$ cat src/rtl/uart_tx_framer.sv
// UART transmit framer: takes one word over valid/ready and sends start, LSB-first data,
// optional parity and stop bit(s) on a registered serial line.
module uart_tx_framer #(
    parameter int STOP_BITS  = 1,
    parameter int PARITY_EN  = 0,
    parameter int PARITY_ODD = 0
) (
    input  logic        clk,
    input  logic        rst,
    input  logic        tx_valid,
    input  logic [7:0]  tx_data,
    input  logic [3:0]  data_size,
    input  logic [13:0] bit_period,
    output logic        tx_ready,
    output logic        serial_out,
    output logic        tx_busy,
    output logic        tx_done
);

    // state  | meaning
    // IDLE   | line at mark, ready for a word
    // START  | driving the start bit (low)
    // DATA   | shifting out N data bits, LSB first
    // PARITY | driving the parity bit (only reached when PARITY_EN=1)
    // STOP   | driving STOP_BITS stop bits (high)
    typedef enum logic [2:0] {IDLE, START, DATA, PARITY, STOP} state_t;

    localparam logic PAR_INV = (PARITY_ODD != 0);
    localparam logic TWO_STOP = (STOP_BITS == 2);

    state_t      state, state_nxt;
    logic [7:0]  shift_reg, shift_nxt;
    logic [3:0]  n_bits, n_bits_nxt;
    logic [3:0]  bit_cnt, bit_cnt_nxt;
    logic [13:0] period, period_nxt;
    logic [13:0] cyc_cnt, cyc_cnt_nxt;
    logic        stop_cnt, stop_cnt_nxt;
    logic        parity_acc, parity_nxt;
    logic        line_nxt;
    logic        done_nxt;
    logic        strobe;
    logic        last_stop;
    logic [3:0]  n_clamp;
    logic [13:0] p_clamp;

    assign n_clamp   = (data_size == 4'd0) ? 4'd1 :
                       (data_size > 4'd8)  ? 4'd8 : data_size;
    assign p_clamp   = (bit_period < 14'd2) ? 14'd2 : bit_period;
    assign strobe    = (cyc_cnt == period);
    assign last_stop = TWO_STOP ? stop_cnt : 1'b1;

    assign tx_ready = (state == IDLE);
    assign tx_busy  = (state != IDLE);

    always_ff @(posedge clk) begin
        if (rst) begin
            state      <= IDLE;
            shift_reg  <= '0;
            n_bits     <= '0;
            bit_cnt    <= '0;
            period     <= '0;
            cyc_cnt    <= '0;
            stop_cnt   <= 1'b0;
            parity_acc <= 1'b0;
            serial_out <= 1'b1;
            tx_done    <= 1'b0;
        end else begin
            state      <= state_nxt;
            shift_reg  <= shift_nxt;
            n_bits     <= n_bits_nxt;
            bit_cnt    <= bit_cnt_nxt;
            period     <= period_nxt;
            cyc_cnt    <= cyc_cnt_nxt;
            stop_cnt   <= stop_cnt_nxt;
            parity_acc <= parity_nxt;
            serial_out <= line_nxt;
            tx_done    <= done_nxt;
        end
    end

    always_comb begin
        state_nxt    = state;
        shift_nxt    = shift_reg;
        n_bits_nxt   = n_bits;
        bit_cnt_nxt  = bit_cnt;
        period_nxt   = period;
        cyc_cnt_nxt  = strobe ? 14'd1 : cyc_cnt + 14'd1;
        stop_cnt_nxt = stop_cnt;
        parity_nxt   = parity_acc;
        line_nxt     = serial_out;
        done_nxt     = 1'b0;

        case (state)
            IDLE: begin
                cyc_cnt_nxt = '0;
                if (tx_valid) begin
                    state_nxt    = START;
                    shift_nxt    = tx_data;
                    n_bits_nxt   = n_clamp;
                    period_nxt   = p_clamp;
                    cyc_cnt_nxt  = 14'd1;
                    bit_cnt_nxt  = '0;
                    stop_cnt_nxt = 1'b0;
                    parity_nxt   = 1'b0;
                    line_nxt     = 1'b0;
                end
            end
            START: begin
                if (strobe) begin
                    state_nxt   = DATA;
                    line_nxt    = shift_reg[0];
                    parity_nxt  = shift_reg[0];
                    shift_nxt   = {1'b0, shift_reg[7:1]};
                    bit_cnt_nxt = 4'd1;
                end
            end
            DATA: begin
                if (strobe) begin
                    if (bit_cnt == n_bits) begin
                        if (PARITY_EN != 0) begin
                            state_nxt = PARITY;
                            line_nxt  = parity_acc ^ PAR_INV;
                        end else begin
                            state_nxt = STOP;
                            line_nxt  = 1'b1;
                        end
                    end else begin
                        line_nxt    = shift_reg[0];
                        parity_nxt  = parity_acc ^ shift_reg[0];
                        shift_nxt   = {1'b0, shift_reg[7:1]};
                        bit_cnt_nxt = bit_cnt + 4'd1;
                    end
                end
            end
            PARITY: begin
                if (strobe) begin
                    state_nxt = STOP;
                    line_nxt  = 1'b1;
                end
            end
            STOP: begin
                if (strobe) begin
                    // Landing in IDLE with done set lets a held tx_valid be accepted in the done cycle.
                    if (last_stop) begin
                        state_nxt    = IDLE;
                        done_nxt     = 1'b1;
                        cyc_cnt_nxt  = '0;
                        bit_cnt_nxt  = '0;
                        stop_cnt_nxt = 1'b0;
                    end else begin
                        stop_cnt_nxt = 1'b1;
                    end
                end
            end
            default: state_nxt = IDLE;
        endcase
    end

endmodule

$ cat config.mk
export PLATFORM = sky130hd
export DESIGN_NAME = uart_tx_framer
export DESIGN_NICKNAME = d
export VERILOG_FILES = /design/src/rtl/uart_tx_framer.sv
export SDC_FILE = /design/constraint.sdc
export NUM_CORES = 1
export LEC_CHECK = 0
export ABC_AREA = 1
export BUFFER_PORTS_ARGS = -buffer_cell sky130_fd_sc_hd__buf_2
export CAP_MARGIN = 10
export CORE_MARGIN = 4
export CORE_UTILIZATION = 57
export CTS_BUF_LIST = sky130_fd_sc_hd__clkbuf_16
export DETAILED_ROUTE_END_ITERATION = 16
export PLACE_DENSITY_LB_ADDON = 0.05
export REMOVE_ABC_BUFFERS = 1
export SYNTH_ARGS = -nofsm -noshare
export SYNTH_HDL_FRONTEND = slang
export SYNTH_SLANG_ARGS = --single-unit
export TNS_END_PERCENT = 10
$ cat constraint.sdc
create_clock -name clk -period 1.7 [get_ports clk]
set_input_delay 0.085 -clock clk [delete_from_list [all_inputs] [get_ports clk]]
set_output_delay 0.085 -clock clk [all_outputs]
set_load 0.005 [all_outputs]
# Word level (Yosys, flattened, before mapping)
# Index checks and enable logic that the tools add are counted.
# totals
regBits,49
latch_bits,0
mem_bits_rw,0
romBits,0
in_bits,29
output_inout_bits,4
wordCells,70
n_memories,0
# op_classes
addsub,2
multipliers,0
div_mod_pow,0
order_cmp,2
n_eq_ne,13
shifts,0
mux,32
n_bitwise,1
n_reduce_logical,12
# ops
cell,n
$mux W14,3
$mux W8,4
$mux W4,7
$pmux W14 S2,1
$pmux W8 S3,1
$mux W3,6
$pmux W4 S4,1
$pmux W3 S5,1
$add A14 B1 Y14 const B,1
$eq A14 B14 Y1,1
$lt A14 B2 Y1 const B,1
$ne A2 B2 Y1 const B,7
$reduce_and A6 Y1,2
$reduce_and A5 Y1,2
$reduce_bool A4 Y1,2
$mux W1,7
$eq A3 B2 Y1 const B,2
$reduce_bool A3 Y1,2
$add A4 B1 Y4 const B,1
$eq A4 B4 Y1,1
$gt A4 B4 Y1 const B,1
$logic_not A4 Y1,1
$pmux W1 S4,1
$eq A3 B1 Y1 const B,1
5 further kinds,5

# Depth between registers and ports, before layout
# logic_depth
depth_word,4
ltp_mapped,14
depth_no_buf,14

# Worst setup path before layout
# OpenSTA, ideal clock, no wires.
# synth_timing
kind,flip-flop to flip-flop
from,register cyc_cnt[0]
to,register cyc_cnt[12]
setup_ns,0.117
arrival_time_ns,1.381
t_required_ns,1.583
path_slack_ns,0.202
path_stages_with_launch,8
n_path_buf,0
synth_period_minus_slack_ns,1.498
cell_sequence,dfxtp_1 -> ha_1 -> nand3_1 -> nor2_1 -> nand2_1 -> or3_1 -> o21ai_0 -> nor2_1
# synth_via
elab_chain_cells,4
elab_cells_between_ends,5
classes_between,1 x add/sub; 1 x eq/ne; 3 x mux
# synth_lines
element,line,rtl
start: declaration,36,"logic [13:0] cyc_cnt, cyc_cnt_nxt;"
start signal: assignment,73,cyc_cnt <= cyc_cnt_nxt;
$add A14 B1 Y14 or $eq A14 B14 Y1 (tied branches),"87, 49",
$mux W14,87,cyc_cnt_nxt = strobe ? 14'd1 : cyc_cnt + 14'd1;
$mux W14,142,if (strobe) begin
$pmux W14 S2 (*),93,case (state)
# Every way passes the cells marked *; elsewhere a longest branch is shown, timed or not.
# A chain may end at the register's enable or synchronous reset.

# Final worst setup path
# layout_timing
from,register cyc_cnt[5]
to,register bit_cnt[3]
# layout_via
elab_chain_cells,3
elab_cells_between_ends,5
classes_between,4 x eq/ne; 1 x reduce/logical
# layout_lines
element,line,rtl
$eq A14 B14 Y1 (*),49,assign strobe = (cyc_cnt == period);
$ne A2 B2 Y1 (no source line),-,
$reduce_and A6 Y1 (no source line) (*),-,
end signal: assignment,71,bit_cnt <= bit_cnt_nxt;
end: declaration,34,"logic [3:0] bit_cnt, bit_cnt_nxt;"
# Marked as above.

==> reports/metrics.csv <==
metric;value;unit
final setup fails;0;
clock buffer depth;2;
Hold-fix buffers, CTS;0;
final cell count without fillers;468;
Final Hold Slack;0.0354;ns
RSZ-0062 raised after global routing;true;
max_cap viols;0;
Vias per Instance;5.15;
fraction of synthesized cell area in xor and xnor cells;4.56;%
largest family of logic cells by synthesized area;simple AND/OR/NAND/NOR gates;
placed instance count;457;
Post-Syn Instances;374;
TritonRoute pass-1 iters;4;
drt wl/cell;11.9;microns
WL final;5590;microns
kind of critical path;reg -> reg;
Top Ports;33;
Slew HR;67.4;%
# diodes;0;
Simple-Gate Fraction of Synth Area;34.3;%
VDD IR max;736;uV
Startpoint Class;flip-flop;
setup TNS;0;ns
drt drc;0;
initial antenna violation count;0;
worst path required time;1.88;ns
clk_lat worst skew;0.28;ns
fin. max-slew vios;0;
CTS Buf Count;5;
total clock sinks;49;
logic gate share of total power;46.1;%
sw power;0.00190;W
Post-Synth Adder-Cell Area;1.00;%
final instance area;3040;sq um
part of the power in the clock network;19.8;%
fin crit period;1.61;ns
fmax;623;MHz
Final GP Congestion;0.934;
post-synthesis register bit count;49;
root buffer cell;clkbuf_16;
post-route ant nets;0;
Post-DP HPWL;3840;microns
switching part of the total;40.7;%
fill count;329;
Ys Warns;0;
largest net degree at the start of global routing;27;
total power;0.00467;W
first-pass GRT wire length;8980;microns
status;finished, final reports clean;
Crit. End Element;flip-flop;
vias in the first global route;2118;
synth unique cells;32;
nets@finish;449;
share of cells above drive strength 1;27.5;%
die height;74.2;microns
TritonCTS clock tree;done;
mapped cell area;2500;sq um
multiplexer share of the synthesized area;0;%
Compound-Gate Fraction of Synth Area;11.5;%
DR iter-0 viols;141;
FP Rows;23;
Worst EP arrival;1.79;ns
power per cell area;1540;nW/um^2
area of placed instances;2780;sq um
HP Class;in -> reg;
clock-pin slew on the worst setup and hold paths;0.06;ns
Final period util;94.5;%
syn avg cell area;6.68;sq um
Leakage;1.38;nW
die width;74.2;microns
H-tree depth;2;
grt ovf;0;
GR Util All Layers;20.9;%
initial core utilization;60.7;%
clk_skew;0.00517;ns
I/O Buffers;32;
die footprint;5500;sq um
Core Region;4120;sq um
pin slew with the least headroom to its limit;0.484;ns
Reg power frac;34.1;%
Int Pwr;0.00277;W
endpoints failing hold;0;
Layout area overhead;21.6;%
critical-path maximum fanout;8;
Seq/Total Area, Yosys;39.3;%
via count;2408;
-- area by class of cell --
class / count / area, sq um / share of cell area [%]
Timing Repair Buffer: 46 / 290 / 9.56
Tap cell: 50 / 62.6 / 2.06
Clock inverter: 2 / 7.51 / 0.247
Inverter: 51 / 191 / 6.30
Clock buffer: 5 / 125 / 4.12
Sequential cell: 49 / 1020 / 33.4
Multi-Input combinational cell: 265 / 1350 / 44.3
-- final timing paths --
check | start | endpoint | slack [ns] | depth (start not counted)
worst max register to register | cyc_cnt[5] | bit_cnt[3] | 0.09 | 13
worst min-delay path | tx_data[7] | shift_reg[7] | 0.04 | 3
worst max-delay path | cyc_cnt[5] | bit_cnt[3] | 0.09 | 13
worst min register to register | period[4] | period[4] | 0.47 | 2
-- Yosys cell counts --
cell type    n  share of area, %
a21oi_1     14               2.8
buf_2        2              0.40
nor2_2       5               1.3
dfxtp_1     49                39
nand2_4      1              0.45
nand2_1    101                15
inv_1       34               5.1
nand3_1     12               2.4
clkbuf_1     6              0.90
o21ai_2      1              0.35
or3_1        1              0.25
nor4_1       5               1.3
xnor2_1      2              0.70
buf_6        1              0.45
clkinv_1     1              0.15
nand3b_4     1              0.80
inv_2       16               2.4
a31oi_1      2              0.50
nand4_1      2              0.50
o21ai_0     12               2.4
nand2_2      1              0.25
a211oi_1    11               3.3
nor2_4       2              0.90
o21bai_1     1              0.30
ha_1         2               1.0
nor2_1      63               9.5
nor3_1       5               1.0
xor2_1      11               3.9
o21ai_1      6               1.2
nor3b_1      1              0.30
a22oi_1      2              0.60
or2_2        1              0.25
-- cell families (layout without fill, tap and decap cells) --
logic type	after synthesis	after routing
flops	49	49
xor+xnor	13	13
buf+inv	60	104
fa+ha+maj	2	2
compound gates	49	49
simple gates	201	201
-- cell usage in the layout, fill, tap and decap left out, types with 3 or more instances in the layout --
master / netlist / routed
o21ai_1: 6 / 7
dfxtp_2: 0 / 10
a211oi_1: 11 / 11
dfxtp_4: 0 / 6
o21ai_0: 12 / 10
nand2_1: 101 / 94
nor3_1: 5 / 3
buf_2: 2 / 32
dfxtp_1: 49 / 33
xor2_1: 11 / 11
nor2_2: 5 / 9
clkbuf_16: 0 / 5
nor2_4: 2 / 4
nor4_1: 5 / 5
nand3_1: 12 / 11
inv_2: 16 / 18
inv_1: 34 / 33
nand2_2: 1 / 8
buf_4: 0 / 12
a21oi_1: 14 / 14
nor2_1: 63 / 57
-- stage by stage --
stage	util [%]	setup slack [ns]
detailed placement	67.5	-0.000157
global placement	67.5	0.0202
floorplan	-	-0.0422
global route	73.8	-0.0785
finish	73.8	0.0937
CTS	70.7	0.0105
-- metal layers --
layer | global-route usage (%) | wire length [microns] | up-vias
met4 | 5.43 | 35 | 0
met2 | 35.1 | 2670 | 57
met5 | 0 | 0 | -
met3 | 4.59 | 277 | 4
met1 | 27.2 | 2610 | 1083
li1 | - | - | 1264
-- power groups by stage --
stage | Clock (W) | Sequential, W | Combinational [W]
final | 0.000924 | 0.00159 | 0.00215
after global placement | 0 | 0.00159 | 0.00195
after floorplan | 0 | 0.00156 | 0.00149
after global routing | 0.000993 | 0.00162 | 0.00247
after CTS | 0.000943 | 0.00158 | 0.00200
after detailed placement | 0 | 0.00160 | 0.00197
-- worst max-delay path: stages (launching register included) --
cell	delay, ns
dfxtp_4	0.37
inv_2	0.04
nand2_1	0.06
nand2_1	0.07
nor2_1	0.09
nand2_1	0.11
nor2_4	0.16
nand2_4	0.09
o21ai_2	0.08
nand2_2	0.09
nor2_4	0.18
nand2_1	0.07
nand2_1	0.05
nor2_1	0.04
-- repair_timing --
action,in CTS,in global routing
pin swaps,0,15
endpoints found under the setup margin,1,30
gates cloned,0,0
buffers inserted,0,4
gates resized for setup,1,45
Note: power is estimated with default switching activity, not from simulation.
